`src/rtl/seven_seg_scanner_pkg.sv`:
```
// Shared types and constants for the multiplexed 7-segment scanner:
// state encoding, segment bit order and the hex-to-segment table.
package seven_seg_scanner_pkg;

  localparam int SEG_A = 0;
  localparam int SEG_B = 1;
  localparam int SEG_C = 2;
  localparam int SEG_D = 3;
  localparam int SEG_E = 4;
  localparam int SEG_F = 5;
  localparam int SEG_G = 6;
  localparam int SEG_W = SEG_G - SEG_A + 1;

  typedef enum logic [1:0] {
    ST_IDLE  = 2'd0,
    ST_BLANK = 2'd1,
    ST_ON    = 2'd2
  } state_t;

  // Entry 15 sits in the most significant slot, entry 0 in the least.
  localparam logic [16*SEG_W-1:0] SEG_ROM = {
    7'h71, 7'h79, 7'h5E, 7'h39, 7'h7C, 7'h77, 7'h6F, 7'h7F,
    7'h07, 7'h7D, 7'h6D, 7'h66, 7'h4F, 7'h5B, 7'h06, 7'h3F
  };

  function automatic logic [SEG_W-1:0] seg_decode(input logic [3:0] nib);
    return SEG_ROM[SEG_W*int'(nib) +: SEG_W];
  endfunction

endpackage

```
`src/rtl/seven_seg_scanner_if.sv`:
```
// Update channel between the register logic (master) and the scanner (slave).
interface seven_seg_scanner_if #(
  parameter int DIGITS = 4
);
  logic                  upd_valid;
  logic                  upd_ready;
  logic [4*DIGITS-1:0]   upd_value;
  logic [DIGITS-1:0]     upd_dp;

  modport master (output upd_valid, output upd_value, output upd_dp, input upd_ready);
  modport slave  (input upd_valid, input upd_value, input upd_dp, output upd_ready);
endinterface

```
`src/rtl/seven_seg_scanner_scan_timer.sv`:
```
// Loadable down-counter for the scanner phases; tc flags the last cycle of a phase.
module seven_seg_scanner_scan_timer #(
  parameter int W = 3
) (
  input  logic         clk,
  input  logic         rst_n,
  input  logic         clr,
  input  logic         load,
  input  logic [W-1:0] load_val,
  output logic         tc
);

  logic [W-1:0] cnt_r;

  // Counter: clear wins over load, then count down and hold at zero.
  always_ff @(posedge clk or negedge rst_n) begin
    if (!rst_n) begin
      cnt_r <= '0;
    end else if (clr) begin
      cnt_r <= '0;
    end else if (load) begin
      cnt_r <= load_val;
    end else if (cnt_r != '0) begin
      cnt_r <= cnt_r - W'(1'b1);
    end else begin
      cnt_r <= cnt_r;
    end
  end

  assign tc = (cnt_r == '0);

endmodule

```
`src/rtl/seven_seg_scanner.sv`:
```
// Time-multiplexed 7-segment scanner: blank/on slots per digit, frame-aligned
// commit of shadowed updates, leading-zero suppression and registered outputs.
module seven_seg_scanner
  import seven_seg_scanner_pkg::*;
#(
  parameter int DIGITS       = 4,
  parameter int ON_CYCLES    = 50000,
  parameter int BLANK_CYCLES = 500
) (
  input  logic               clk,
  input  logic               rst_n,
  input  logic               enable,
  input  logic               lz_en,
  seven_seg_scanner_if.slave upd,
  output logic [SEG_W-1:0]   segment,
  output logic               dp,
  output logic [DIGITS-1:0]  digit_en,
  output logic               frame_done
);

  localparam int IW = $clog2(DIGITS);
  localparam int CW = $clog2(((ON_CYCLES > BLANK_CYCLES) ? ON_CYCLES : BLANK_CYCLES) + 1);
  localparam logic [IW-1:0] LAST_IDX   = IW'(DIGITS - 1);
  localparam logic [CW-1:0] BLANK_LOAD = CW'(BLANK_CYCLES - 1);
  localparam logic [CW-1:0] ON_LOAD    = CW'(ON_CYCLES - 1);

  state_t                state_r, state_nx;
  logic [IW-1:0]         idx_r, idx_nx;
  logic                  tmr_clr_s, tmr_load_s, tmr_tc_s, wrap_s, commit_s, xfer_s;
  logic [CW-1:0]         tmr_val_s;
  logic [4*DIGITS-1:0]   sh_value_r, act_value_r;
  logic [DIGITS-1:0]     sh_dp_r, act_dp_r, supp_s, den_nx;
  logic                  pending_r, dp_nx, zrun_s;
  logic [SEG_W-1:0]      seg_nx;
  logic [3:0]            nib_s;

  seven_seg_scanner_scan_timer #(.W(CW)) u_scan_timer (
    .clk      (clk),
    .rst_n    (rst_n),
    .clr      (tmr_clr_s),
    .load     (tmr_load_s),
    .load_val (tmr_val_s),
    .tc       (tmr_tc_s)
  );

  // FSM state and digit index register.
  always_ff @(posedge clk or negedge rst_n) begin
    if (!rst_n) begin
      state_r <= ST_IDLE;
      idx_r   <= '0;
    end else begin
      state_r <= state_nx;
      idx_r   <= idx_nx;
    end
  end

  // Next-state logic; every state change reloads the phase timer.
  always_comb begin
    state_nx   = state_r;
    idx_nx     = idx_r;
    tmr_clr_s  = 1'b0;
    tmr_load_s = 1'b0;
    tmr_val_s  = '0;
    wrap_s     = 1'b0;
    if (!enable) begin
      state_nx  = ST_IDLE;
      idx_nx    = '0;
      tmr_clr_s = 1'b1;
    end else begin
      case (state_r)
        ST_IDLE: begin
          state_nx   = ST_BLANK;
          idx_nx     = '0;
          tmr_load_s = 1'b1;
          tmr_val_s  = BLANK_LOAD;
        end
        ST_BLANK: begin
          if (tmr_tc_s) begin
            state_nx   = ST_ON;
            tmr_load_s = 1'b1;
            tmr_val_s  = ON_LOAD;
          end else begin
            state_nx = ST_BLANK;
          end
        end
        ST_ON: begin
          if (tmr_tc_s) begin
            state_nx   = ST_BLANK;
            tmr_load_s = 1'b1;
            tmr_val_s  = BLANK_LOAD;
            if (idx_r == LAST_IDX) begin
              idx_nx = '0;
              wrap_s = 1'b1;
            end else begin
              idx_nx = idx_r + IW'(1'b1);
            end
          end else begin
            state_nx = ST_ON;
          end
        end
        default: begin
          state_nx  = ST_IDLE;
          idx_nx    = '0;
          tmr_clr_s = 1'b1;
        end
      endcase
    end
  end

  // Entry into BLANK(0) is the only point where the display contents change.
  assign commit_s      = enable && ((state_r == ST_IDLE) || wrap_s);
  assign xfer_s        = upd.upd_valid && !pending_r;
  assign upd.upd_ready = !pending_r;

  // Shadow/active value registers and the pending flag.
  always_ff @(posedge clk or negedge rst_n) begin
    if (!rst_n) begin
      sh_value_r  <= '0;
      sh_dp_r     <= '0;
      act_value_r <= '0;
      act_dp_r    <= '0;
      pending_r   <= 1'b0;
    end else if (commit_s && pending_r) begin
      act_value_r <= sh_value_r;
      act_dp_r    <= sh_dp_r;
      pending_r   <= 1'b0;
    end else if (xfer_s) begin
      sh_value_r <= upd.upd_value;
      sh_dp_r    <= upd.upd_dp;
      pending_r  <= 1'b1;
    end else begin
      pending_r <= pending_r;
    end
  end

  // Leading-zero mask: a digit is blanked while all digits above it and itself are zero.
  always_comb begin
    zrun_s = 1'b1;
    supp_s = '0;
    for (int i = DIGITS - 1; i >= 0; i--) begin
      zrun_s = zrun_s & (act_value_r[4*i +: 4] == 4'h0);
      if (i != 0) begin
        supp_s[i] = lz_en & zrun_s;
      end else begin
        supp_s[i] = 1'b0;
      end
    end
  end

  // Output decode from the next state so outputs switch on the same edge as the state.
  always_comb begin
    seg_nx = '0;
    dp_nx  = 1'b0;
    den_nx = '0;
    nib_s  = act_value_r[{idx_nx, 2'b00} +: 4];
    if (state_nx == ST_ON) begin
      den_nx = {{(DIGITS-1){1'b0}}, 1'b1} << idx_nx;
      dp_nx  = act_dp_r[idx_nx];
      seg_nx = supp_s[idx_nx] ? '0 : seg_decode(nib_s);
    end else begin
      den_nx = '0;
    end
  end

  // Registered display outputs and frame pulse.
  always_ff @(posedge clk or negedge rst_n) begin
    if (!rst_n) begin
      segment    <= '0;
      dp         <= 1'b0;
      digit_en   <= '0;
      frame_done <= 1'b0;
    end else begin
      segment    <= seg_nx;
      dp         <= dp_nx;
      digit_en   <= den_nx;
      frame_done <= wrap_s;
    end
  end

endmodule

```
`src/flat_wrapper.sv`:
```
// flat-port wrapper written by rule: the top's interface ports become plain ports
module seven_seg_scanner_flat import seven_seg_scanner_pkg::*;
#(
  parameter int DIGITS       = 4,
  parameter int ON_CYCLES    = 50000,
  parameter int BLANK_CYCLES = 500
)
  (clk, rst_n, enable, lz_en, segment, dp, digit_en, frame_done, upd_upd_valid, upd_upd_value, upd_upd_dp, upd_upd_ready);
  seven_seg_scanner_if #(.DIGITS(DIGITS)) upd_i ();
  input  logic clk;
  input  logic rst_n;
  input  logic enable;
  input  logic lz_en;
  output logic [SEG_W-1:0] segment;
  output logic dp;
  output logic [DIGITS-1:0] digit_en;
  output logic frame_done;
  input wire logic [$bits(upd_i.upd_valid)-1:0] upd_upd_valid;
  input wire logic [$bits(upd_i.upd_value)-1:0] upd_upd_value;
  input wire logic [$bits(upd_i.upd_dp)-1:0] upd_upd_dp;
  output wire logic [$bits(upd_i.upd_ready)-1:0] upd_upd_ready;
  assign upd_i.upd_valid = upd_upd_valid;
  assign upd_i.upd_value = upd_upd_value;
  assign upd_i.upd_dp = upd_upd_dp;
  assign upd_upd_ready = upd_i.upd_ready;
  seven_seg_scanner #(.DIGITS(DIGITS), .ON_CYCLES(ON_CYCLES), .BLANK_CYCLES(BLANK_CYCLES)) u_core (.clk(clk), .rst_n(rst_n), .enable(enable), .lz_en(lz_en), .upd(upd_i), .segment(segment), .dp(dp), .digit_en(digit_en), .frame_done(frame_done));
endmodule
```
`config.mk`:
```
export PLATFORM = sky130hd
export DESIGN_NAME = seven_seg_scanner_flat
export DESIGN_NICKNAME = d
export VERILOG_FILES = /design/src/rtl/seven_seg_scanner_pkg.sv /design/src/rtl/seven_seg_scanner_if.sv /design/src/rtl/seven_seg_scanner_scan_timer.sv /design/src/rtl/seven_seg_scanner.sv /design/src/flat_wrapper.sv
export SDC_FILE = /design/constraint.sdc
export NUM_CORES = 1
export LEC_CHECK = 0
export ABC_AREA = 0
export BUFFER_PORTS_ARGS = -buffer_cell sky130_fd_sc_hd__buf_4
export CAP_MARGIN = 5
export CORE_MARGIN = 2
export CORE_UTILIZATION = 45
export CTS_CLUSTER_SIZE = 28
export DETAILED_ROUTE_END_ITERATION = 8
export PLACE_DENSITY = 0.76
export SLEW_MARGIN = 0
export SYNTH_ARGS = -nofsm -noshare
export SYNTH_HDL_FRONTEND = slang
export SYNTH_SLANG_ARGS = --single-unit
```
`constraint.sdc`:
```
create_clock -name clk -period 4.55 [get_ports clk]
set_clock_uncertainty 0.15 [all_clocks]
set_input_delay 0.2275 -clock clk [delete_from_list [all_inputs] [get_ports clk]]
set_output_delay 0.2275 -clock clk [all_outputs]
set_load 0.005 [all_outputs]
```
Word level (Yosys, flattened, before mapping). Index checks and enable logic that the tools add are counted.

Register bits: 74. Word-level logic and storage cells: 79. Input bits: 25.

Magnitude comparators: 1. Multiply operators: 1. Add/sub/neg operators: 2. Bitwise logic cells: 6. Reduce and logical (&&, ||, !) cells: 16. Shift operators: 3. Equal/unequal tests: 4. Mux-type cells: 34.

Operators with widths (count): $shiftx A112 B32 Y7 const A (1); $mux W16 (5); $pmux W16 S3 (1); $logic_not A16 Y1 (1); $reduce_bool A16 Y1 (1); $shiftx A16 B5 Y4 (1); $sub A16 B1 Y16 const B (1); $mux W7 (2); $mux W1 (13); $logic_not A4 Y1 (3); $mux W2 (6); $mux W9 (1); $mul A3 B4 Y7 const A (1); $eq A2 B2 Y1 const B (3); $pmux W2 S3 (1); $and A1 B1 Y1 (5); $bmux W1 S2 (2); $mux W4 (1); $pmux W2 S2 (1); $shl A1 B2 Y4 const A (1); $logic_and A1 B1 Y1 (3); $lt A2 B3 Y1 const B (1); $reduce_bool A3 Y1 (1); $reduce_or A3 Y1 (1); other kinds (10) (10).

Longest topological paths before layout.
Depth in word-level cells: 10. Depth in mapped cells: 14.

By module. A second synthesis with hierarchy kept.

Cell total of the unflattened synthesis: 318. Area total of the unflattened synthesis: 3739.8 sq um.

By module, submodules not included: seven_seg_scanner (area each 2755.1 sq um, instances 1, cells each 210); seven_seg_scanner_scan_timer (area each 984.7 sq um, instances 1, cells each 108).

Worst setup path after synthesis. OpenSTA, ideal clock, no wires.

Kind: reg-to-reg. Start point: register u_core.u_scan_timer.cnt_r[0]. End point: register u_core.segment[4]. Buffers on the path: 1. Arrival: 3.313 ns. Cell stages (with the launch flop): 13. Path slack: 0.992 ns. Period minus slack after synthesis: 3.558 ns. Data required time: 4.304 ns. Path through: dfrtp_1 -> inv_1 -> ha_1 -> or3b_2 -> o41ai_4 -> o221ai_2 -> nor2b_4 -> buf_6 -> a221oi_1 -> inv_1 -> ha_1 -> mux2_2 -> a211oi_1.

Cells in the longest elaborated chain, start to end: 9. Elaborated cells between the ends (all ways): 16. Classes of those cells: mul (1); eq/ne (1); shift (2); mux (11); reduce/logical (1).

RTL lines: from (decl) (RTL line seven_seg_scanner_scan_timer.sv:13) `logic [W-1:0] cnt_r;`; from (signal assigned) (RTL line seven_seg_scanner_scan_timer.sv:22) `cnt_r <= load_val;`; from (signal assigned) (RTL line seven_seg_scanner_scan_timer.sv:24) `cnt_r <= cnt_r - W'(1'b1);`; from (signal assigned) (RTL line seven_seg_scanner_scan_timer.sv:26) `cnt_r <= cnt_r;`; $logic_not A16 Y1 (*) (RTL line seven_seg_scanner_scan_timer.sv:30) `assign tc = (cnt_r == '0);`; $mux W2 (*) (RTL line seven_seg_scanner.sv:87) `if (tmr_tc_s) begin`; $pmux W2 S2 (*) (RTL line seven_seg_scanner.sv:70) `case (state_r)`; $mux W2 (*) (RTL line seven_seg_scanner.sv:65) `if (!enable) begin`; net u_core.idx_nx[0] (RTL line seven_seg_scanner.sv:28) `logic [IW-1:0] idx_r, idx_nx;`; $shiftx A16 B5 Y4 (RTL line seven_seg_scanner.sv:155) `nib_s = act_value_r[{idx_nx, 2'b00} +: 4];`; $mul A3 B4 Y7 (RTL line seven_seg_scanner_pkg.sv:27) `return SEG_ROM[SEG_W*int'(nib) +: SEG_W];`; $shiftx A112 B32 Y7 (RTL line seven_seg_scanner_pkg.sv:27); $mux W7 (*) (RTL line seven_seg_scanner.sv:159) `seg_nx = supp_s[idx_nx] ? '0 : seg_decode(nib_s);`; $mux W7 (*) (RTL line seven_seg_scanner.sv:156) `if (state_nx == ST_ON) begin`; net u_core.seg_nx[4] (RTL line seven_seg_scanner.sv:34) `logic [SEG_W-1:0] seg_nx;`; to (signal assigned) (RTL line seven_seg_scanner.sv:173) `segment <= seg_nx;`; to (decl) (RTL line seven_seg_scanner.sv:15) `output logic [SEG_W-1:0] segment,`.

Mark *: on every way through the listed nets, which the timed path passes. The rest lies on a longest branch. The select of a mux whose other input is x is not followed. A chain may end at the register's enable or synchronous reset.

Worst setup path after layout.
Start point: register u_core.u_scan_timer.cnt_r[0]. End point: register u_core.segment[4].

Cells in the longest elaborated chain, start to end: 9. Elaborated cells between the ends (all ways): 16. Classes of those cells: mul (1); eq/ne (1); shift (2); mux (11); reduce/logical (1).

RTL lines (RTL line): $logic_not A16 Y1 (*) (seven_seg_scanner_scan_timer.sv:30); $mux W2 (seven_seg_scanner.sv:87); $pmux W2 S2 (seven_seg_scanner.sv:70); $mux W2 (seven_seg_scanner.sv:65); $shiftx A16 B5 Y4 (seven_seg_scanner.sv:155); $mul A3 B4 Y7 (seven_seg_scanner_pkg.sv:27); $shiftx A112 B32 Y7 (seven_seg_scanner_pkg.sv:27); $mux W7 (seven_seg_scanner.sv:159); $mux W7 (*) (seven_seg_scanner.sv:156); net u_core.seg_nx[4] (seven_seg_scanner.sv:34).

Marks and branches as above.

==> flow_summary.toml <==
[setup_path]
cp_max_fo = 9
critical_path_arrival_ns = 3.62
cp-start-kind = "flip-flop"
timing.rr.start = "u_core.u_scan_timer.cnt_r[0]"
cp.required_ns = 4.65
rr_endpoint = "u_core.segment[4]"
worst_setup_path_end_kind = "flip-flop"
r2r_slack_ns = 1.03
rr_worst_depth = 11
critPathKind = "reg -> reg"

[clock_tree]
cts.reportedPaths.clkPinSlew_ns = 0.08
htree_levels = 3
cts-root-buf = "clkbuf_8"
clkSinkCount = 74
cts_buffer_depth = 2
cts_made_buffers = 9
cts_tree = "yes"
cts_repair_resize_count = 0
clock_latency_ns = 0.35
cts_setup_buffers = 0

[sta]
drv_slew = 0
setup_tns_ns = 0
tightest_slew_ns = 0.929
rsz0062_at_grt = "false"
setup_viol = 0
clock.fmax_mhz = 284
fin_ws_ns = 1.03
hold_viol_final = 0
finalCriticalPeriod_ns = 3.52
fin_crit_sh_pct = 77.4
relSlewSlack_pct = 38.1

[drt]
viasPerCell = 5.48
dr.first_iter.drc_count = 128
wl_per_cell_microns = 15.6
drt-pass1-iter-count = 5
detail-route-antenna-nets = 0
vias = 2706
routed_wl_microns = 7730
drc = 0

[worst_hold_path]
min_to = "u_core.frame_done"
whs_path_depth = 2
hold_start = "enable"
hp-class = "in -> reg"

[global_routing]
grt_overflow = 0
first_global_vias = 2837
grt_use_total_pct = 19.3
antenna_found_initial = 0
grt_pass1_wl_microns = 13400
grt_max_degree = 75

[status]
outcome = "completed"

[floorplanning]
row_count = 33
die_w_microns = 94.5
pin_count = 39
core-area_sq_um = 8090
start_util_pct = 45.6
die_y_microns = 94.5
die_area_sq_um = 8930

[final_layout]
syn2layout_area_growth_pct = 22.2
seq_area_sq_um = 1850
postLayoutCellArea_sq_um = 4510
multi_input_area_sq_um = 1730
diodes = 0
final_layout_size_suffix_gt1_share_pct = 30.3
fin_cells = 494
fill_cells = 700
nets = 421

[placement]
dp_cells = 456
place_area_sq_um = 4080
finalWeightedCongestion = 0.940
port_buffers = 38
dp_hpwl_microns = 5510
place_ws_ns = 1.03

[synthesis]
yosysSeqAreaShare_pct = 50.2
ys_warn_count = 0
ys_seq_elements = 74
syn-cell-area_sq_um = 3690
synth.net_count = 356
avgSynthCellArea_sq_um = 11.6
synth-edff-count = 0
synth.distinct_cells = 56
ys.flop_type = "dfrtp_1"
async_flop_share_pct = 100
syn-instance-count = 319

[run]
cap_viol_max_count = 0

[power]
power.switching_w = 0.000936
p_clk_share_pct = 20.8
sw_frac_of_total_pct = 36.7
powerDensity_nw_per_um2 = 566
combPwrFrac_pct = 37.1
p_int_w = 0.00162
seq_power_share_pct = 42.1
power_leakage_nw = 2.00
irDropWorstVdd_mv = 0.315
## registers in the layout, indices dropped and copies added (netlist names), 2 cells and up
register	flops
u_core.sh_dp_r	4
u_core.sh_value_r	16
u_core.idx_r	2
u_core.digit_en	4
u_core.act_value_r	16
u_core.u_scan_timer.cnt_r	16
u_core.state_r	2
u_core.segment	7
u_core.act_dp_r	4
## worst max-delay path: stages, from the launching register on
cell	delay, ns
dfrtp_1	0.41
inv_1	0.08
ha_1	0.20
or3b_2	0.54
o41ai_4	0.40
o221ai_2	0.15
nor2b_4	0.17
a21boi_0	0.13
a221o_1	0.37
ha_1	0.30
mux2_2	0.28
a211oi_1	0.23
## cell families (layout without fill, tap and decap cells)
| family | after synthesis | count (layout) | synth area share [%] |
|---|---|---|---|
| AOI/OAI and AO/OA | 61 | 61 | 12.5 |
| xor gates and xnor gates | 9 | 9 | 2.14 |
| adders and majority gates | 12 | 12 | 4.07 |
| buffers and inverters | 23 | 93 | 2.99 |
| DFF | 74 | 74 | 50.2 |
| muxes | 49 | 49 | 14.8 |
| and+or+nand+nor | 91 | 91 | 13.3 |
## layer usage
layer / track usage (%) / up-vias / share of wire, %
met5: 0 / - / 0
met4: 7.61 / 0 / 2.4
met3: 4.47 / 17 / 3.8
met2: 33.5 / 69 / 51
met1: 23.4 / 1327 / 43
li1: - / 1293 / -
## final cells by class
type	instances	share of cell area [%]
Clock inverter	7	1.92
Multi-Input combinational cell	222	38.3
Timing Repair Buffer	65	12.0
Sequential cell	74	41.1
Inverter	12	0.999
Clock buffer	9	2.75
Tap cell	105	2.92
## worst max path at each step
stage	startpoint	endpoint	slack [ns]	depth (start not counted)
2_1_floorplan	u_core.u_scan_timer.cnt_r[0]	u_core.segment[4]	0.99	12
3_3_place_gp	u_core.u_scan_timer.cnt_r[0]	u_core.segment[4]	1.13	11
3_5_place_dp	u_core.u_scan_timer.cnt_r[0]	u_core.segment[2]	1.03	9
4_1_cts	u_core.u_scan_timer.cnt_r[0]	u_core.segment[2]	1.0	9
5_1_grt	u_core.u_scan_timer.cnt_r[0]	u_core.segment[2]	0.67	9
6_report	u_core.u_scan_timer.cnt_r[0]	u_core.segment[4]	1.03	11
## power groups by stage
| stage | clock, W | sequential [W] | combinational [W] |
|---|---|---|---|
| detailed placement | 0 | 0.00109 | 0.000925 |
| finish | 0.000531 | 0.00108 | 0.000946 |
| global route | 0.000570 | 0.00111 | 0.00106 |
| CTS | 0.000548 | 0.00108 | 0.000946 |
| global placement | 0 | 0.00107 | 0.000884 |
| floorplan | 0 | 0.00101 | 0.000746 |
## cells in the final DEF (no fill, tap or decap), types with 4 or more instances in the layout
cell type      synthesis  routed
dfrtp_1               74      74
buf_4                  2      43
mux2_2                41      41
nand2_1               26      26
nor2_1                25      25
dlygate4sd3_1          0      22
o21ai_0               14      14
a21oi_1               13      13
inv_1                 12      12
ha_1                  12      12
clkbuf_8               0       9
mux2i_1                7       7
nor3_1                 6       6
xnor2_1                5       5
nand3_1                5       5
nor4_2                 4       4
nor4_1                 4       4
xor2_1                 4       4
## metrics by stage
| step | power [W] | hold slack, ns | util, % |
|---|---|---|---|
| after floorplan | 0.00176 | -0.218 | - |
| after global placement | 0.00196 | 0.251 | 50.4 |
| after detailed placement | 0.00201 | 0.274 | 50.4 |
| after CTS | 0.00257 | 0.103 | 55.7 |
| after global routing | 0.00273 | 0.109 | 55.7 |
| final | 0.00255 | 0.121 | 55.7 |
## synth_stat cells, types with 4 or more instances
| cell type | n | area, sq um |
|---|---|---|
| nand2_1 | 26 | 97.6 |
| xnor2_1 | 5 | 43.8 |
| dfrtp_1 | 74 | 1850 |
| a21oi_1 | 13 | 65.1 |
| mux2_2 | 41 | 462 |
| mux2i_1 | 7 | 70.1 |
| nor4_2 | 4 | 50.1 |
| ha_1 | 12 | 150 |
| nor3_1 | 6 | 30.0 |
| o21ai_0 | 14 | 70.1 |
| nor4_1 | 4 | 25.0 |
| nand3_1 | 5 | 25.0 |
| xor2_1 | 4 | 35.0 |
| clkbuf_1 | 5 | 18.8 |
| inv_1 | 12 | 45.0 |
| nor2_1 | 25 | 93.8 |
## repair_timing
action / in CTS / in global routing
hold endpoints to repair: 95 / 0
endpoints found under the setup margin: 0 / 0
hold buffers: 22 / 0
Power figures use the tool's default switching activity.
